==> src/rtl/aha_clock_gate_ctrl_if.sv <==
// Handshake and ICG control bundle between the power manager and the clock-gate sequencer.
// The master side is the power manager / domain; the slave side is the controller.
interface aha_clock_gate_ctrl_if;
  logic       SLEEP_REQ;
  logic       IDLE;
  logic       TEST_MODE;
  logic       CG_E;
  logic       CG_TE;
  logic       SLEEP_ACK;
  logic [1:0] STATE;

  modport master (
    output SLEEP_REQ,
    output IDLE,
    output TEST_MODE,
    input  CG_E,
    input  CG_TE,
    input  SLEEP_ACK,
    input  STATE
  );

  modport slave (
    input  SLEEP_REQ,
    input  IDLE,
    input  TEST_MODE,
    output CG_E,
    output CG_TE,
    output SLEEP_ACK,
    output STATE
  );
endinterface

==> src/rtl/aha_clock_gate_ctrl.sv <==
// Sequences the E/TE pins of an ICG cell: gates the domain clock after a stable idle
// period on SLEEP_REQ, and re-enables it with a settle interval before dropping ACK.
module aha_clock_gate_ctrl #(
  parameter int IDLE_CYCLES = 4,
  parameter int WAKE_CYCLES = 2
) (
  input  logic                  CLK,
  input  logic                  RESET,
  aha_clock_gate_ctrl_if.slave  cg
);

  typedef enum logic [1:0] {
    RUN   = 2'd0,
    DRAIN = 2'd1,
    GATED = 2'd2,
    WAKE  = 2'd3
  } state_t;

  localparam logic [7:0] IDLE_LAST = 8'(IDLE_CYCLES - 1);
  localparam logic [7:0] WAKE_LAST = 8'(WAKE_CYCLES - 1);

  state_t     state_reg, state_next;
  logic [7:0] cnt_reg, cnt_next;
  logic       cg_e_reg, cg_e_next;
  logic       ack_reg, ack_next;

  always_ff @(posedge CLK) begin
    if (RESET) begin
      state_reg <= RUN;
      cnt_reg   <= 8'd0;
      cg_e_reg  <= 1'b1;
      ack_reg   <= 1'b0;
    end else begin
      state_reg <= state_next;
      cnt_reg   <= cnt_next;
      cg_e_reg  <= cg_e_next;
      ack_reg   <= ack_next;
    end
  end

  // CG_E and SLEEP_ACK are updated only on the transitions so they stay glitch-free registers.
  always_comb begin
    state_next = state_reg;
    cnt_next   = cnt_reg;
    cg_e_next  = cg_e_reg;
    ack_next   = ack_reg;
    case (state_reg)
      RUN: begin
        if (cg.SLEEP_REQ) begin
          state_next = DRAIN;
          cnt_next   = 8'd0;
        end
      end
      DRAIN: begin
        if (!cg.SLEEP_REQ) begin
          state_next = RUN;
        end else if (!cg.IDLE) begin
          cnt_next = 8'd0;
        end else if (cnt_reg == IDLE_LAST) begin
          state_next = GATED;
          cg_e_next  = 1'b0;
          ack_next   = 1'b1;
        end else begin
          cnt_next = cnt_reg + 8'd1;
        end
      end
      GATED: begin
        if (!cg.SLEEP_REQ) begin
          cg_e_next = 1'b1;
          if (WAKE_CYCLES == 0) begin
            state_next = RUN;
            ack_next   = 1'b0;
          end else begin
            state_next = WAKE;
            cnt_next   = 8'd0;
          end
        end
      end
      WAKE: begin
        // REQ is deliberately ignored here; a premature re-raise is picked up in RUN.
        if (cnt_reg == WAKE_LAST) begin
          state_next = RUN;
          ack_next   = 1'b0;
        end else begin
          cnt_next = cnt_reg + 8'd1;
        end
      end
      default: begin
        state_next = RUN;
      end
    endcase
  end

  assign cg.CG_E      = cg_e_reg;
  assign cg.SLEEP_ACK = ack_reg;
  assign cg.STATE     = state_reg;
  assign cg.CG_TE     = cg.TEST_MODE;

endmodule

==> src/flat_wrapper.sv <==
// flat-port wrapper written by rule: the top's interface ports become plain ports
module aha_clock_gate_ctrl_flat 
#(
  parameter int IDLE_CYCLES = 4,
  parameter int WAKE_CYCLES = 2
)
  (CLK, RESET, cg_SLEEP_REQ, cg_IDLE, cg_TEST_MODE, cg_CG_E, cg_CG_TE, cg_SLEEP_ACK, cg_STATE);
  aha_clock_gate_ctrl_if cg_i ();
  input  logic CLK;
  input  logic RESET;
  input wire logic [$bits(cg_i.SLEEP_REQ)-1:0] cg_SLEEP_REQ;
  input wire logic [$bits(cg_i.IDLE)-1:0] cg_IDLE;
  input wire logic [$bits(cg_i.TEST_MODE)-1:0] cg_TEST_MODE;
  output wire logic [$bits(cg_i.CG_E)-1:0] cg_CG_E;
  output wire logic [$bits(cg_i.CG_TE)-1:0] cg_CG_TE;
  output wire logic [$bits(cg_i.SLEEP_ACK)-1:0] cg_SLEEP_ACK;
  output wire logic [$bits(cg_i.STATE)-1:0] cg_STATE;
  assign cg_i.SLEEP_REQ = cg_SLEEP_REQ;
  assign cg_i.IDLE = cg_IDLE;
  assign cg_i.TEST_MODE = cg_TEST_MODE;
  assign cg_CG_E = cg_i.CG_E;
  assign cg_CG_TE = cg_i.CG_TE;
  assign cg_SLEEP_ACK = cg_i.SLEEP_ACK;
  assign cg_STATE = cg_i.STATE;
  aha_clock_gate_ctrl #(.IDLE_CYCLES(IDLE_CYCLES), .WAKE_CYCLES(WAKE_CYCLES)) u_core (.CLK(CLK), .RESET(RESET), .cg(cg_i));
endmodule
==> config.mk <==
export PLATFORM = sky130hd
export DESIGN_NAME = aha_clock_gate_ctrl_flat
export DESIGN_NICKNAME = d
export VERILOG_FILES = /design/src/rtl/aha_clock_gate_ctrl_if.sv /design/src/rtl/aha_clock_gate_ctrl.sv /design/src/flat_wrapper.sv
export SDC_FILE = /design/constraint.sdc
export NUM_CORES = 1
export LEC_CHECK = 0
export ABC_CLOCK_PERIOD_IN_PS = 1600
export CORE_UTILIZATION = 42
export DETAILED_ROUTE_END_ITERATION = 12
export HOLD_SLACK_MARGIN = 0.12
export MAX_ROUTING_LAYER = met4
export SLEW_MARGIN = 20
export SYNTH_ARGS = -nofsm -noshare
export SYNTH_HDL_FRONTEND = slang
export SYNTH_SLANG_ARGS = --single-unit
export TNS_END_PERCENT = 20
==> constraint.sdc <==
create_clock -name CLK -period 1.6 [get_ports CLK]
set_input_delay 0.48 -clock CLK [delete_from_list [all_inputs] [get_ports CLK]]
set_output_delay 0.48 -clock CLK [all_outputs]
set_load 0.02 [all_outputs]
### After elaboration in Yosys (flattened, before gate mapping)

Index checks and enable logic that the tools add are counted.

* word-level logic and storage cells: 51
* memories kept: 0
* ROM bits: 0
* output and inout port bits: 5
* flip-flop bits (word level): 12
* RAM bits: 0
* latch bits: 0

* multiply operators: 0
* shift-type cells: 0
* divide/modulo/power cells: 0
* eq/ne operators: 15
* add/subtract/negate cells: 1
* muxes and demuxes: 24
* bitwise gates (word level): 0
* order comparisons: 0
* reductions and logical operators: 7

Operators with widths (count)
* 8-bit 2-to-1 mux: 6
* 8-bit case mux with 4 select lines: 1
* 5-bit AND reduction: 4
* 2-bit 2-to-1 mux: 6
* 2-bit inequality test, second input constant: 5
* 8-bit by 1-bit adder with 8-bit output, second input constant: 1
* 8-bit by 1-bit == test with 1-bit output, second input constant: 1
* 8-bit by 2-bit == test with 1-bit output, second input constant: 1
* 1-bit 2-to-1 mux: 8
* 2-bit case mux with 4 select lines: 1
* 3-bit inequality test, second input constant: 2
* 2-bit == test, second input constant: 2
* 2-bit by 1-bit inequality test with 1-bit output, second input constant: 2
* 1-bit case mux with 2 select lines: 2
* 2-bit nonzero test: 2
* 3-bit by 2-bit inequality test with 1-bit output, second input constant: 1
* 2-bit by 1-bit == test with 1-bit output, second input constant: 1
* 2-bit zero test: 1

### Longest topological paths before layout

Gate-level depths: netlist (run 1).

* depth after elaboration: 5
* gate-level depth with buffers: 6

### Worst setup path after synthesis (run 1)

Ideal clock, no wire load.

* path kind: flip-flop to flip-flop
* start point: register u_core.state_reg[0] (netlist: u_core.cg.STATE[0])
* end point: register u_core.cnt_reg[1]
* arrival time: 1367 ps
* clock period less this slack: 1483 ps
* slack: 117 ps
* cell stages (with the launch flop): 6
* path through: dfxtp_1 > clkbuf_2 > nand2_1 > a31oi_1 > a21oi_2 > a41o_1

* word-level cells in the longest chain between the ends: 3

RTL lines
* start: declaration: RTL line aha_clock_gate_ctrl.sv:22 `state_t state_reg, state_next;`
* start signal: assignment: RTL line aha_clock_gate_ctrl.sv:34 `state_reg <= state_next;`
* 2-bit by 1-bit == test with 1-bit output, or another cell as far along: RTL line aha_clock_gate_ctrl.sv:47 `case (state_reg)`
* 3-bit inequality test (no line) / 2-bit inequality test (equally long branches)
* 5-bit AND reduction (no line)
* end signal: assignment: RTL line aha_clock_gate_ctrl.sv:35 `cnt_reg <= cnt_next;`
* end: declaration: RTL line aha_clock_gate_ctrl.sv:23 `logic [7:0] cnt_reg, cnt_next;`

Parallel ways exist; a longest one is shown, timed or not.
A chain may end at the register's enable or synchronous reset.

### Worst setup path after layout (run 1)

* start point: register u_core.cnt_reg[6]
* end point: register u_core.cnt_reg[5]

* word-level cells in the longest chain between the ends: 3

RTL lines (RTL line)
* 8-bit by 2-bit == test with 1-bit output / 8-bit by 1-bit == test with 1-bit output (equally long branches): aha_clock_gate_ctrl.sv:59, aha_clock_gate_ctrl.sv:81
* 3-bit inequality test (no line) / 2-bit inequality test (equally long branches)
* 5-bit AND reduction (no line) (*)

Every way passes the cells marked *; elsewhere a longest branch is shown, timed or not.

==> results.json, run 1 <==
{
  "drive_gt1_share_pct": 31.9,
  "initial_core_util_pct": 44.7,
  "final_common_cell": "buf_4",
  "hp-class": "reg2reg",
  "vias": 822,
  "finalHoldViolations": 0,
  "skew_ps": 1.51,
  "synth_xor_area_share_pct": 0,
  "synthMuxAreaShare_pct": 0,
  "antenna_found_initial": 0,
  "power_density_nw_per_um2": 738,
  "largest_reg_flops": 8,
  "grt_use_met2_pct": 38.2,
  "finalNonFillerCells": 141,
  "crit_chain": "nor4_4 -> buf_4 -> a31oi_2 -> buf_4 -> o211ai_1 -> a2bb2oi_2",
  "synthCells": 89,
  "ys_dominant_reg_cell": "dfxtp_1",
  "worstPathRequired_ps": 1780,
  "via_per_inst": 5.83,
  "worstSkewPairLatency_ps": 290,
  "gr-usage-met3_pct": 2.86,
  "dp_hpwl_um": 1520,
  "routed_wl_um": 2160,
  "rsz0062_at_grt": "true",
  "ant_nets": 0,
  "dieArea_um2": 1990,
  "postLayoutCoreUtil_pct": 61.2,
  "synth_top_family_by_area": "compound AO/OA/AOI/OAI gates",
  "post_drt_wl_per_cell_um": 15.3,
  "synth_simple_gate_area_share_pct": 19.3,
  "outcome": "finished, final reports clean",
  "cts.clk_slew.worst_paths_ps": 80,
  "ir_drop_uv": 376,
  "layout_common_cells": "buf_4, dfxtp_1, inv_1",
  "arrival_ps": 1750,
  "syn_to_final_growth_pct": 37.0,
  "seq_area_frac_synth_pct": 31.5,
  "die_y_um": 44.6,
  "worstSetupEndpointType": "flop",
  "nets": 124,
  "grt_pass1_wl_um": 3340,
  "final.period_utilization_pct": 97.9,
  "post-route-drc-count": 0,
  "synth-edff-count": 0,
  "finalSetupViolations": 0,
  "grt_max_degree": 14,
  "grt.total_usage_pct": 24.2,
  "cts_tree": "done",
  "place_congestion": 0.829,
  "clock_path_buffers": 2,
  "slew_viol_final": 0,
  "drtPass1Iterations": 4,
  "layout_setup_ws_ps": 32.9,
  "synth_area_um2": 763,
  "cts_made_buffers": 3,
  "grtUsageMet1_pct": 29.9,
  "pin_count": 10,
  "die_x_um": 44.6,
  "root_buffer": "clkbuf_4",
  "maxSlewHeadroom_pct": 76.7,
  "crit_type": "reg2reg",
  "leakagePower_nw": 0.436,
  "yosysWarnings": 0,
  "max_stage_delay_ps": 360,
  "worstMarginPinSlew_ps": 346,
  "synth-seq-cells": 12,
  "synth_compound_area_share_pct": 39.3,
  "dp.cells": 136,
  "synth_fp_nets": 96,
  "overflow": 0,
  "cp_slowest_cell": "dfxtp_2",
  "period_needed_ps": 1570,
  "synth.distinct_cells": 35,
  "maxCapViolations": 0,
  "row_count": 15,
  "cts.sinks": 12,
  "max_freq_ghz": 0.638,
  "yosys.area_share.adder_pct": 3.28,
  "grt_pass1_vias": 752,
  "grt.busiest_layer": "met2",
  "ctsHtreeMaxLevel": 1,
  "cp_common_cell": "buf_4",
  "place_ws_ps": -281,
  "antenna_cells": 0,
  "worstPathMaxFanout": 5,
  "core-area_um2": 1710,
  "portBuffers": 7,
  "cp-start-kind": "flop",
  "async_reset_ff_share_pct": 0,
  "avgSynthCellArea_um2": 8.58,
  "drt_iter0_markers": 13
}
[per-layer routing]
layer,part of all wire (%),vias up
met2,49,35
met4,2.7,0
met5,0,-
li1,-,401
met1,43,376
met3,5.0,10
[area by class of cell]
| cell class | instances | area [µm²] |
|---|---|---|
| clock buffer | 4 | 36.3 |
| inverter | 9 | 33.8 |
| tap | 25 | 31.3 |
| sequential | 12 | 241 |
| fill | 164 | 662 |
| multi-input combinational | 65 | 490 |
| timing repair buffer | 26 | 213 |
[metrics by stage]
step / cell area, µm² / power (W) / hold slack (ps) / TNS [ps]
2_1_floorplan: 763 / 0.000423 / 441 / 0
3_3_place_gp: 983 / 0.000491 / 457 / -1990
3_5_place_dp: 983 / 0.000496 / 464 / -2080
4_1_cts: 1010 / 0.000748 / 481 / 0
5_1_grt: 1050 / 0.000800 / 500 / -76.5
6_report: 1050 / 0.000772 / 475 / 0
[Yosys cell counts (2+ instances only)]
master	number	area share [%]
and3_1	4	3.3
nand2b_1	2	1.6
inv_1	9	4.4
o211ai_1	6	5.9
o21ai_0	9	5.9
dfxtp_1	12	31
a31o_2	2	2.3
ha_1	2	3.3
a2bb2oi_2	4	7.9
a21oi_1	5	3.3
nand4_1	2	1.6
a31oi_1	2	1.6
nor2_1	3	1.5
nand2_1	6	3.0
[final timing paths]
| check | cells after the start | slack, ps | end | start |
|---|---|---|---|---|
| setup / recovery | 6 | 30 | u_core.cnt_reg[5] | u_core.cnt_reg[6] |
| setup reg to reg | 6 | 30 | u_core.cnt_reg[5] | u_core.cnt_reg[6] |
| hold reg to reg | 1 | 480 | u_core.cg.CG_E | u_core.cg.CG_E |
| hold / removal | 1 | 480 | u_core.cg.CG_E | u_core.cg.CG_E |
[where the power goes]
| part | internal, W | switching, W |
|---|---|---|
| logic | 0.0000969 | 0.0000840 |
| clock network | 0.000139 | 0.000121 |
| registers | 0.000314 | 0.0000169 |
[critical path: cells and delay by family (launching register included)]
| kind | cells | cell delay (ps) |
|---|---|---|
| DFF | 1 | 360 |
| AOI/OAI and AO/OA | 3 | 410 |
| buffers and inverters | 2 | 350 |
| and+or+nand+nor | 1 | 330 |
[cell families (layout without fill, tap and decap cells)]
logic type	count (synthesis)	after routing
AOI/OAI and AO/OA	39	39
adders and majority gates	2	2
DFF	12	12
buffers and inverters	12	39
and+or+nand+nor	24	24
[what timing repair did]
item | 4_1_cts | 5_1_grt
pin swaps | 0 | 4
hold buffers | 0 | 0
resized for setup | 4 | 7
setup buffers | 0 | 1
endpoints found under the setup margin | 4 | 7
Note: power is estimated with default switching activity, not from simulation.
==> inputs of run 2 (changes only) <==
Settings changed: ABC_CLOCK_PERIOD_IN_PS 1600 to 1700, CORE_UTILIZATION 42 to 45, PLACE_DENSITY set to 0.67.
Clock period 1.6 ns to 1.7 ns, I/O delays scaled along.
==> run 2 against run 1 <==
Net effect:
- total power shrank 11%
- sequential share of layout area grew 0.71 points
- first-iteration DRC count grew 100%
- worst hold slack gained 4.1 ps
- combinational power shrank 23%
- final cell count shrank 7.1%
- sequential cell count is the same
- utilization grew 4.3 points
- die area shrank 6.4%
- via count shrank 5.2%
- critical endpoint is now u_core.cnt_reg[4]
==> results.json, run 2 (synthesis gave the netlist of run 1 again) <==
{
  "max_stage_delay_ps": 570,
  "worstSkewPairLatency_ps": 280,
  "dieArea_um2": 1860,
  "crit_family": "buffers and inverters",
  "worstPathMaxFanout": 5,
  "row_count": 14,
  "cts_setup_buffers": 0,
  "worstMarginPinSlew_ps": 425,
  "leakagePower_nw": 0.412,
  "die_x_um": 43.2,
  "multiInputGateArea_um2": 479,
  "cts_tree": "done",
  "ctsHtreeMaxLevel": 1,
  "cp_slowest_cell": "clkdlybuf4s50_1",
  "crit_type": "in2reg",
  "grt_pass1_vias": 700,
  "power_density_nw_per_um2": 682,
  "dp_hpwl_um": 1440,
  "overflow": 0,
  "design_area_um2": 1010,
  "combPwrFrac_pct": 20.3,
  "largest_reg_flops": 8,
  "worstPathRequired_ps": 1870,
  "ir_drop_uv": 423,
  "post_drt_wl_per_cell_um": 14.5,
  "vias": 779,
  "initial_core_util_pct": 49.5,
  "arrival_ps": 1800,
  "grt_max_degree": 12,
  "final.period_utilization_pct": 95.6,
  "finalSetupViolations": 0,
  "place_congestion": 0.824,
  "sequentialPowerShare_pct": 45.5,
  "core-area_um2": 1540,
  "worstSetupEndpointType": "flop",
  "routed_wl_um": 1900,
  "slew_viol_final": 0,
  "power_w": 0.000688,
  "die_y_um": 43.2,
  "grt_pass1_wl_um": 3230,
  "period_needed_ps": 1630,
  "switching_power_w": 0.000189,
  "drt_iter0_markers": 26,
  "hold_slack_ps": 479,
  "nFillCells": 145,
  "cp-start-kind": "input port",
  "grt.total_usage_pct": 23.8,
  "portBuffers": 7,
  "critPathBufInv": 1,
  "maxCapViolations": 0,
  "post-route-drc-count": 0,
  "cts.sinks": 12,
  "hp-class": "reg2reg",
  "final_common_cell": "buf_4",
  "pin_count": 10,
  "drtPass1Iterations": 4,
  "finalHoldViolations": 0,
  "maxSlewHeadroom_pct": 71.5,
  "cts.clk_slew.worst_paths_ps": 80,
  "nets": 123,
  "max_freq_ghz": 0.615,
  "cts_made_buffers": 3,
  "postLayoutCoreUtil_pct": 65.5,
  "crit_chain": "clkdlybuf4s50_1 -> nand2b_1 -> a41o_2 -> and3_4 -> a2bb2oi_2",
  "antenna_found_initial": 0,
  "drive_gt1_share_pct": 28.7,
  "intPower_w": 0.000499,
  "layout_common_cells": "buf_4, dfxtp_1, inv_1",
  "root_buffer": "clkbuf_4",
  "skew_ps": 2.09,
  "outcome": "finished, final reports clean",
  "regArea_um2": 240,
  "switching_share_pct": 27.5,
  "clock_path_buffers": 2,
  "ant_nets": 0,
  "fin_setup_tns_ps": 0,
  "via_per_inst": 5.95,
  "p_clk_share_pct": 34.2,
  "antenna_cells": 0,
  "syn_to_final_growth_pct": 32.3,
  "placed_area_um2": 972
}
-- run 2: layer usage --
layer / vias up / track usage [%] / share of wire (%)
met2: 16 / 36.4 / 49
met4: 0 / 7.27 / 0.89
met3: 2 / 3.83 / 3.6
met1: 364 / 32.0 / 46
li1: 397 / - / -
met5: - / - / 0
-- run 2: path summary, 6_finish.rpt --
kind                startpoint                 to  slack (ps)  depth (start not counted)
max reg2reg  u_core.cnt_reg[4]     u_core.cg.CG_E         120                          5
min reg2reg  u_core.cnt_reg[7]  u_core.cnt_reg[7]         480                          2
max               cg_SLEEP_REQ  u_core.cnt_reg[4]          70                          5
min          u_core.cnt_reg[7]  u_core.cnt_reg[7]         480                          2
-- run 2: through the flow --
step	worst slack [ps]	cells
after floorplan	217	89
after global placement	-202	127
after detailed placement	-207	127
after CTS	80.7	131
after global routing	-6.21	131
final	74.1	131
-- run 2: final cells by class --
class                           instances  share of cell area (%)
Sequential cell                        12                    23.8
Inverter                                9                    3.35
Multi-Input combinational cell         65                    47.5
Timing Repair Buffer                   25                    19.8
Tap cell                               16                    1.98
Clock buffer                            4                    3.59
-- run 2: power by group through the flow --
stage	Clock, W	Combinational (W)	Sequential (W)
floorplan	0	0.0000812	0.000317
global placement	0	0.000136	0.000320
detailed placement	0	0.000138	0.000320
CTS	0.000238	0.000137	0.000313
global route	0.000253	0.000155	0.000316
finish	0.000235	0.000140	0.000313
-- run 2: worst reg2reg max path, delay by kind of cell (launching register included) --
family,cells,cell delay (ps)
compound gates,1,210
buf+inv,1,180
flops,1,360
simple gates,3,730
-- run 2: what timing repair did --
| action | CTS | global route |
|---|---|---|
| endpoints found under the setup margin | 4 | 2 |
| gates resized for setup | 4 | 2 |
| hold buffers | 0 | 0 |
| pin swaps | 0 | 0 |
==> edit: new RTL, flow settings as in run 1 <==
Make the reset (`RESET`) asynchronous in one clocked block.
--- a/src/rtl/aha_clock_gate_ctrl.sv
+++ b/src/rtl/aha_clock_gate_ctrl.sv
@@ -25,5 +25,5 @@
   logic       ack_reg, ack_next;
 
-  always_ff @(posedge CLK) begin
+  always_ff @(posedge CLK or posedge RESET) begin
     if (RESET) begin
       state_reg <= RUN;
Behaviour: differs if RESET is asserted again (counterexample within 4 cycles, from zero or initial values and one cycle with RESET high); with RESET held inactive, the same outputs for 10 cycles.
==> edit against run 1 <==
- the run now ends with negative setup slack left
- non-clock buffer count decreased by 5
- synthesized area decreased by 6.7%
- power increased by 26%
- synthesized cell count decreased by 17%
- setup slack got worse by 0.15 ns
- cell count decreased by 22%
- core utilization decreased by 0.86 points
- final area decreased by 11%
- worst hold slack improved by 0.033 ns
- wire length decreased by 29%
- sequential cell count unchanged
- critical path type is now in2reg
- largest cell class unchanged
==> edit: results (changes against run 1) <==
dr.max_layer_used: "met4"
p_leak_nw: 0.424  # -2.8%
crit_arrival_ns: 1.91  # +0.16 ns
largest_register_ffs: 8  # unchanged
yosysSeqAreaShare: 0.424  # +0.109
grt_pass1_vias: 565  # -25%
synthXorXnorAreaFrac: 0  # unchanged
grt_pass1_wl_mm: 2.53  # -24%
via_per_inst: 5.83  # about the same
setup_viol: 6  # +6
grt_antenna_before_repair: 0  # unchanged
avgRoutedWirePerCell_um: 13.9  # -9.4%
cp_top_family: "simple AND/OR/NAND/NOR gates"
final_nets: 103  # -17%
ys_types: 30  # -14%
grt_max_degree: 13  # -1
synth_adder_area_share: 0.0527  # +0.0199
drt_iter0_drc: 9  # -4
place_area_um2: 885  # -10%
gp_congestion: 0.829  # about the same
num_vias: 641  # -22%
clockRootBuffer: "clkbuf_4"
status: "finished, violations left"
wl_met1_um: 764  # -18%
synth_nets: 82  # -15%
ir_drop_mv: 0.570  # +52%
place_hpwl_mm: 1.16  # -24%
met2_length_um: 677  # -36%
avgSynthCellArea_um2: 9.62  # +12%
ys.flop_type: "dfrtp_1"
skew_ns: 0.00478  # +0.00327 ns
dp_worst_setup_slack_ns: -0.411  # -0.130 ns
drive_above_1_share: 0.319  # about the same
max_slew_margin: 0.691  # -0.0759
dp.cells: 106  # -22%
slowest_delay_ns: 0.43  # +0.07 ns
netlist_top_cells_area: "dfrtp_1 39%, o21ai_0 7.0%, ha_1 5.3%"
hold_path_class: "in2async"
post_cts_buffers: 0  # unchanged
track_usage: 0.190  # -0.0513
violations: "negative setup slack"
ys_async_sr_fraction: 1.00  # +1.00
yosysWarnings: 0  # unchanged
wl_met3_um: 67  # -38%
fin_ws_ns: -0.121  # -0.154 ns
setup_tns_ns: -0.446  # -0.446 ns
synth-compound-area-share: 0.285  # -0.109
critical-path-slowest-cell: "clkdlybuf4s50_1"
synth_common_cells: "11 x dfrtp_1, 10 x o21ai_0, 4 x a21oi_1, 4 x inv_1"
## edit: cell types whose count changed after synthesis, moves of 2 or more
cell,run 1,this run
inv_1,9,4
buf_1,0,2
o211ai_1,6,0
and3_1,4,2
o31ai_2,0,3
dfrtp_1,0,11
o31ai_1,0,3
a31o_2,2,0
o41ai_1,0,2
nand2_1,6,3
dfxtp_1,12,0
a2bb2oi_2,4,0
## edit: cell type report
cell class | count | area, um2
clock buffer | 4 | 36.3
multi-input combinational | 53 | 383
timing repair buffer | 21 | 174
sequential | 12 | 303
tap | 16 | 20.0
fill | 139 | 611
inverter | 4 | 15.0
## edit: final timing paths
kind                            slack (ns)  cells after the start                   to              start
worst max-delay path                 -0.12                      5    u_core.cnt_reg[5]            cg_IDLE
max in group asynchronous             0.75                      2       u_core.cg.CG_E              RESET
worst min-delay path                  0.51                      2  u_core.cg.SLEEP_ACK              RESET
worst max register to register       -0.11                      5    u_core.cnt_reg[5]  u_core.cnt_reg[0]
min in group CLK                      0.52                      1    u_core.cnt_reg[7]  u_core.cnt_reg[7]
worst min register to register        0.52                      1    u_core.cnt_reg[7]  u_core.cnt_reg[7]
## edit: routing by layer
metal  vias up  global-route usage
li1        318                   -
met1       308               0.265
met2        13               0.263
met3         2              0.0383
met4         0              0.0909
met5         -                   -
## edit: kinds of logic after synthesis
kind of cell / count (synthesis)
AOI/OAI and AO/OA: 29
and+or+nand+nor: 21
DFF: 12
buffers and inverters: 9
adders and majority gates: 3
## edit: power breakdown
part / internal [mW] / switching (mW) / total [mW]
Combinational: 0.169 / 0.162 / 0.332
Sequential: 0.344 / 0.0502 / 0.394
Clock: 0.138 / 0.108 / 0.246
## edit: repair_timing
action / in CTS / in global routing
resized for setup: 7 / 3
pin swaps: 2 / 0
setup endpoints to repair: 11 / 9
